### src/rtl/ctrl_exec_pipe.sv
// ctrl_exec_pipe: branch-lane control-transfer execute unit.
// Resolves jumps and conditional branches (direction, next PC, link value,
// mispredict) and carries the op tag through a fixed-latency elastic pipeline
// of STAGES register stages with valid/ready handshakes and a flush input.
// Optional feature: define CTRL_PERF_CNT_EN to add the saturating
// brCount_o / mispredCount_o performance counters.

`ifndef SIZE_OPCODE_I
`define SIZE_OPCODE_I 8
`endif

module ctrl_exec_pipe #(
  parameter int DATA_W   = 32,
  parameter int PC_W     = 32,
  parameter int IMM_W    = 16,
  parameter int TARGET_W = 26,
  parameter int TAG_W    = 7,
  parameter int STAGES   = 2,
  parameter int CNT_W    = 32
) (
  input  logic                       clk,
  input  logic                       reset,
  input  logic                       flush_i,
  input  logic                       valid_i,
  output logic                       ready_o,
  input  logic [DATA_W-1:0]          data1_i,
  input  logic [DATA_W-1:0]          data2_i,
  input  logic [IMM_W-1:0]           immd_i,
  input  logic [`SIZE_OPCODE_I-1:0]  opcode_i,
  input  logic [PC_W-1:0]            predictedTarget_i,
  input  logic                       predictedDir_i,
  input  logic [PC_W-1:0]            pc_i,
  input  logic [TAG_W-1:0]           tag_i,
  output logic [TAG_W-1:0]           tag_o,
  output logic                       valid_o,
  input  logic                       ready_i,
  output logic [PC_W-1:0]            result_o,
  output logic [PC_W-1:0]            nextPC_o,
  output logic                       direction_o,
  output logic [7:0]                 flags_o
`ifdef CTRL_PERF_CNT_EN
  ,
  output logic [CNT_W-1:0]           brCount_o,
  output logic [CNT_W-1:0]           mispredCount_o
`endif
);

  localparam int OPW = `SIZE_OPCODE_I;

  // Opcode encodings of the control-transfer ops handled by this lane
  localparam logic [OPW-1:0] OP_JUMP = OPW'(8'h01);
  localparam logic [OPW-1:0] OP_JAL  = OPW'(8'h02);
  localparam logic [OPW-1:0] OP_JR   = OPW'(8'h03);
  localparam logic [OPW-1:0] OP_JALR = OPW'(8'h04);
  localparam logic [OPW-1:0] OP_BEQ  = OPW'(8'h05);
  localparam logic [OPW-1:0] OP_BNE  = OPW'(8'h06);
  localparam logic [OPW-1:0] OP_BLEZ = OPW'(8'h07);
  localparam logic [OPW-1:0] OP_BGTZ = OPW'(8'h08);
  localparam logic [OPW-1:0] OP_BLTZ = OPW'(8'h09);
  localparam logic [OPW-1:0] OP_BGEZ = OPW'(8'h0A);
  localparam logic [OPW-1:0] OP_BC1F = OPW'(8'h0B);
  localparam logic [OPW-1:0] OP_BC1T = OPW'(8'h0C);

  // Flag bit positions
  localparam int FL_CTRL = 7;
  localparam int FL_REGS = 5;
  localparam int FL_LINK = 3;
  localparam int FL_EXEC = 2;
  localparam int FL_EXC  = 1;
  localparam int FL_MISP = 0;

  typedef struct packed {
    logic [TAG_W-1:0] tag;
    logic [PC_W-1:0]  result;
    logic [PC_W-1:0]  next_pc;
    logic             direction;
    logic [7:0]       flags;
  } op_t;

  // Branch target: link + sign-extended word offset, wrapping modulo 2^PC_W
  function automatic logic [PC_W-1:0] branch_target(input logic [PC_W-1:0]  link,
                                                    input logic [IMM_W-1:0] imm);
    logic signed [IMM_W+1:0]  imm_bytes;
    logic signed [DATA_W-1:0] imm_sext;
    imm_bytes = {imm, 2'b00};
    imm_sext  = DATA_W'(imm_bytes);
    return link + imm_sext[PC_W-1:0];
  endfunction

  // Region jump: keep the PC bits above the jump field, replace the rest
  function automatic logic [PC_W-1:0] jump_target(input logic [PC_W-1:0] pc,
                                                  input logic [PC_W-1:0] ptgt);
    logic [PC_W-1:0] lo_mask;
    logic [PC_W-1:0] field;
    lo_mask = PC_W'({(TARGET_W+2){1'b1}});
    field   = PC_W'({ptgt[TARGET_W-1:0], 2'b00});
    return (pc & ~lo_mask) | field;
  endfunction

`ifdef CTRL_PERF_CNT_EN
  // Counter increment that sticks at all-ones instead of wrapping
  function automatic logic [CNT_W-1:0] sat_inc(input logic [CNT_W-1:0] v);
    return (&v) ? v : v + CNT_W'(1);
  endfunction
`endif

  logic              advance;
  logic [PC_W-1:0]   link_p0;
  logic [PC_W-1:0]   tgt_p0;
  logic              d1_neg;
  logic              d1_zero;
  logic              br_taken;
  logic              jr_misalign;
  op_t               op_p0;
  op_t               pipe_p [STAGES];
  logic [STAGES-1:0] vld_p;

  // Single global advance: the whole pipe moves unless the output is held
  assign advance = !valid_o || ready_i;
  assign ready_o = advance;

  // ---- stage 0: resolve the op combinationally from the offered inputs ----
  assign link_p0     = pc_i + PC_W'(8);
  assign tgt_p0      = branch_target(link_p0, immd_i);
  assign d1_neg      = data1_i[DATA_W-1];
  assign d1_zero     = (data1_i == '0);
  assign jr_misalign = (data1_i[1:0] != 2'b00);

  // Conditional-branch direction from the operand tests
  always_comb begin
    br_taken = 1'b0;
    case (opcode_i)
      OP_BEQ:  br_taken = (data1_i == data2_i);
      OP_BNE:  br_taken = (data1_i != data2_i);
      OP_BLEZ: br_taken = d1_neg || d1_zero;
      OP_BGTZ: br_taken = !d1_neg && !d1_zero;
      OP_BLTZ: br_taken = d1_neg;
      OP_BGEZ: br_taken = !d1_neg;
      default: br_taken = 1'b0;
    endcase
  end

  // Build the result record for the op; unrecognised opcodes carry only the tag
  always_comb begin
    op_p0     = '0;
    op_p0.tag = tag_i;
    case (opcode_i)
      OP_JUMP, OP_JAL: begin
        op_p0.next_pc        = jump_target(pc_i, predictedTarget_i);
        op_p0.flags[FL_CTRL] = 1'b1;
        op_p0.flags[FL_EXEC] = 1'b1;
        if (opcode_i == OP_JAL) begin
          op_p0.result         = link_p0;
          op_p0.flags[FL_LINK] = 1'b1;
        end
      end
      OP_JR, OP_JALR: begin
        op_p0.next_pc        = data1_i[PC_W-1:0];
        op_p0.flags[FL_CTRL] = 1'b1;
        op_p0.flags[FL_REGS] = 1'b1;
        op_p0.flags[FL_EXEC] = 1'b1;
        // A misaligned register target traps; the redirect comes from the
        // exception path, so it is never also reported as a mispredict.
        if (jr_misalign) begin
          op_p0.flags[FL_EXC] = 1'b1;
        end else begin
          op_p0.flags[FL_MISP] = (data1_i[PC_W-1:0] != predictedTarget_i);
        end
        if (opcode_i == OP_JALR) begin
          op_p0.result         = link_p0;
          op_p0.flags[FL_LINK] = 1'b1;
        end
      end
      OP_BEQ, OP_BNE, OP_BLEZ, OP_BGTZ, OP_BLTZ, OP_BGEZ: begin
        op_p0.direction      = br_taken;
        op_p0.next_pc        = br_taken ? tgt_p0 : link_p0;
        op_p0.flags[FL_CTRL] = 1'b1;
        op_p0.flags[FL_REGS] = 1'b1;
        op_p0.flags[FL_EXEC] = 1'b1;
        op_p0.flags[FL_MISP] = (br_taken != predictedDir_i);
      end
      OP_BC1F, OP_BC1T: begin
        // No FP condition unit behind this lane: always trap, fall through
        op_p0.next_pc        = link_p0;
        op_p0.flags[FL_CTRL] = 1'b1;
        op_p0.flags[FL_EXEC] = 1'b1;
        op_p0.flags[FL_EXC]  = 1'b1;
      end
      default: op_p0 = '{tag: tag_i, default: '0};
    endcase
  end

  // ---- stage boundary: valid bits shift on advance; flush/reset clear all ----
  always_ff @(posedge clk) begin
    if (reset) begin
      vld_p <= '0;
    end else if (flush_i) begin
      vld_p <= '0;
    end else if (advance) begin
      vld_p[0] <= valid_i;
      for (int i = 1; i < STAGES; i++) begin
        vld_p[i] <= vld_p[i-1];
      end
    end
  end

  // ---- stage boundary: payload follows its valid bit; output record zeroed on reset ----
  always_ff @(posedge clk) begin
    if (advance) begin
      if (valid_i) begin
        pipe_p[0] <= op_p0;
      end
      for (int i = 1; i < STAGES; i++) begin
        if (vld_p[i-1]) begin
          pipe_p[i] <= pipe_p[i-1];
        end
      end
    end
    if (reset) begin
      pipe_p[STAGES-1] <= '0;
    end
  end

  assign valid_o     = vld_p[STAGES-1];
  assign tag_o       = pipe_p[STAGES-1].tag;
  assign result_o    = pipe_p[STAGES-1].result;
  assign nextPC_o    = pipe_p[STAGES-1].next_pc;
  assign direction_o = pipe_p[STAGES-1].direction;
  assign flags_o     = pipe_p[STAGES-1].flags;

`ifdef CTRL_PERF_CNT_EN
  // Count delivered control ops and delivered mispredicts, saturating
  always_ff @(posedge clk) begin
    if (reset) begin
      brCount_o      <= '0;
      mispredCount_o <= '0;
    end else if (valid_o && ready_i) begin
      if (flags_o[FL_CTRL]) begin
        brCount_o <= sat_inc(brCount_o);
      end
      if (flags_o[FL_MISP]) begin
        mispredCount_o <= sat_inc(mispredCount_o);
      end
    end
  end
`endif

endmodule

### config.mk
export PLATFORM = sky130hd
export DESIGN_NAME = ctrl_exec_pipe
export DESIGN_NICKNAME = d
export VERILOG_FILES = /design/src/rtl/ctrl_exec_pipe.sv
export SDC_FILE = /design/constraint.sdc
export NUM_CORES = 1
export LEC_CHECK = 0
export ABC_CLOCK_PERIOD_IN_PS = 3900
export BUFFER_PORTS_ARGS = -buffer_cell sky130_fd_sc_hd__buf_2
export CAP_MARGIN = 20
export CORE_AREA = 2 2 177 179
export DETAILED_ROUTE_END_ITERATION = 16
export DIE_AREA = 0 0 179 181
export MAX_ROUTING_LAYER = met4
export PLACE_DENSITY_LB_ADDON = 0.3
export SYNTH_ARGS = -nofsm -noshare
export SYNTH_HDL_FRONTEND = slang
export SYNTH_SLANG_ARGS = --single-unit
export TNS_END_PERCENT = 10
### constraint.sdc
create_clock -name clk -period 3.9 [get_ports clk]
set_input_delay 0.195 -clock clk [delete_from_list [all_inputs] [get_ports clk]]
set_output_delay 0.195 -clock clk [all_outputs]
set_load 0.005 [all_outputs]
==> impl_metrics.ini <==
[routing]
viasPerCell = 5.12
dr.pass1.iters = 7
wl_per_cell_um = 20.5
drc = 0
ant_nets = 0
drt_iter0_markers = 871
dr_total_vias = 8731
drt-total-wl_um = 35000

[pwr]
p_sw_mw = 1.22
internal_power_mw = 2.99
clock_power_share_pct = 39.3
swShare_pct = 29.1
finalPower_mw = 4.21
power_leakage_nw = 4.96
p_per_area_nw_per_um2 = 360
vdd_ir_drop_max_mv = 0.195
combPwrFrac_pct = 18.1
seqPwrFrac_pct = 42.6

[worst_hold_path]
holdCritPathClass = input port to flop

[sta]
tns_ns = 0
max_freq_ghz = 0.287
worst_slack_ns = 0.411
finalHoldViolations = 0
period_needed_ns = 3.49
report.final.setup_viol = 0
finalClockSkew_ns = 0.0112
layout_worst_path_cycle_share_pct = 89.5
relSlewSlack_pct = 32.9
slew_viol_final = 0
tightest_slew_ns = 1.00
rsz0062_at_grt = false

[critical_path]
cp.required_ns = 4.09
worstPathCellList = buf_2, ha_1, nand3_1, nor3_1, nand3_1, xor2_1, inv_1, ha_1, nand4_1, or4_1, nor3b_2, o21ai_2, a2111oi_4, o2111ai_1, a31oi_1, o31ai_2
cp_slowest_stage_delay_ns = 0.57
start_kind = input port
path_delay_family = simple AND/OR/NAND/NOR gates
arrival_ns = 3.68
cp_slowest_cell = or4_1
end_kind = flop
crit_fanout = 4
path_buf_inv = 2
critical_path_class = input port to flop

[yosys]
yosysTopAreaCell = edfxtp_1
yosys_most_used_dff = dfxtp_1
synth.top_cells.by_count = nand2_1 (190), a21oi_1 (109), xor2_1 (91), dfxtp_1 (79), edfxtp_1 (77)
synth_cells = 1018
ys_async_sr_fraction_pct = 0
syn_area_um2 = 9060
yosys_warnings = 0
synthTopCellsByArea = edfxtp_1 (26%), dfxtp_1 (17%), xor2_1 (8.8%), nand2_1 (7.9%), a21oi_1 (6.0%)
ys_types = 66
synth_top_cell_area_share_pct = 25.5
avgSynthCellArea_um2 = 8.90
synth-seq-cells = 156
synth-edff-count = 77
yosysSeqAreaShare_pct = 43.0
synth_most_common_cell = nand2_1

[floorplan]
design.core.area_um2 = 30300
fp-row-count = 64
start_util_pct = 29.9
die_w_um = 179
pin_count = 247
die_y_um = 181
dieArea_um2 = 32400

[finish]
nets = 1493
fill_cells = 3128
syn_to_final_growth_pct = 29.0
drive_gt1_share_pct = 26.9

[global_route]
grt_pass1_wl_um = 51500
grt_overflow = 0
grtUsageTotal_pct = 22.1
antenna_found_initial = 4
first_global_vias = 8373
grt_max_degree = 78

[clock_tree]
post-cts-setup-buffer-count = 0
clockRootBuffer = clkbuf_16
cts.clk_slew.worst_paths_ns = 0.07
cts_resized = 0
clock_latency_ns = 0.43
cts_hold_buf = 8
cts_buffers = 17
h-tree-depth = 4
cts.sinks = 156
cts_tree = yes
clock_path_buffers = 2

[place]
place_ws_ns = 0.0110
io_buffers = 244
gp_congestion = 0.911
dp_hpwl_um = 27300

[run_status]
status = finished, final reports clean

[flow_run]
cap_violations = 0
-- sequential cells by signal, indices dropped and copies added (netlist names) --
name    flops
pipe_p    154
vld_p       2
-- metal layers --
| layer | part of all wire [%] | track usage [%] | wire length [um] |
|---|---|---|---|
| met1 | 47 | 30.9 | 16300 |
| met5 | 0 | - | 0 |
| met2 | 44 | 32.6 | 15600 |
| met3 | 7.7 | 4.65 | 2700 |
| met4 | 1.2 | 4.85 | 427 |
-- through the flow --
step	cells	cell area [um^2]	util (%)	hold slack (ns)
floorplan	1019	9070	-	0.268
global placement	1660	11000	36.2	0.374
detailed placement	1660	11000	36.2	0.374
CTS	1700	11700	38.4	0.0587
global route	1705	11700	38.5	0.0715
finish	1705	11700	38.5	0.0765
-- cell usage in the layout (no fill, tap or decap), types with 13 or more instances in the layout --
master	count
o221ai_1	14
buf_4	55
a22oi_1	17
xor2_1	91
nor2_1	51
clkbuf_16	17
nand4_1	13
xnor2_1	21
ha_1	35
inv_1	39
o21ai_0	21
nor4_1	28
dfxtp_1	79
a21oi_1	109
edfxtp_1	77
buf_2	244
nand2_1	189
nand3_1	21
-- power groups by stage --
stage	registers (mW)	clock network, mW	logic [mW]
detailed placement	1.83	0	0.744
global placement	1.83	0	0.745
CTS	1.79	1.70	0.756
global route	1.80	1.77	0.831
finish	1.79	1.66	0.762
floorplan	1.83	0	0.398
-- logic make-up after synthesis --
family	Yosys count	share of synthesized area, %
AND/OR/NAND/NOR	368	18.7
AO/OA/AOI/OAI	244	17.6
flip-flops	156	43.0
XOR/XNOR	112	10.8
buffers and inverters	95	4.17
adder cells (fa/ha/maj)	36	5.05
multiplexers	6	0.676
other	1	0.0414
-- final timing paths --
| path | start | slack (ns) | cells after the start | to |
|---|---|---|---|---|
| worst max-delay path | pc_i[3] | 0.41 | 16 | pipe_p[0][40] |
| worst min-delay path | pc_i[0] | 0.08 | 2 | pipe_p[0][9] |
| worst max register to register | vld_p[1] | 2.00 | 3 | pipe_p[0][14] |
| worst min register to register | pipe_p[1][8] | 0.45 | 2 | pipe_p[1][8] |
-- layout make-up --
cell class | count | area, um^2 | area share, %
tap | 396 | 495 | 4.24
sequential | 156 | 3890 | 33.3
multi-input combinational | 768 | 4810 | 41.1
clock inverter | 14 | 151 | 1.29
clock buffer | 18 | 429 | 3.67
inverter | 40 | 150 | 1.28
antenna | 4 | 10.0 | 0.0856
timing repair buffer | 309 | 1750 | 15.0
Power figures use the tool's default switching activity.
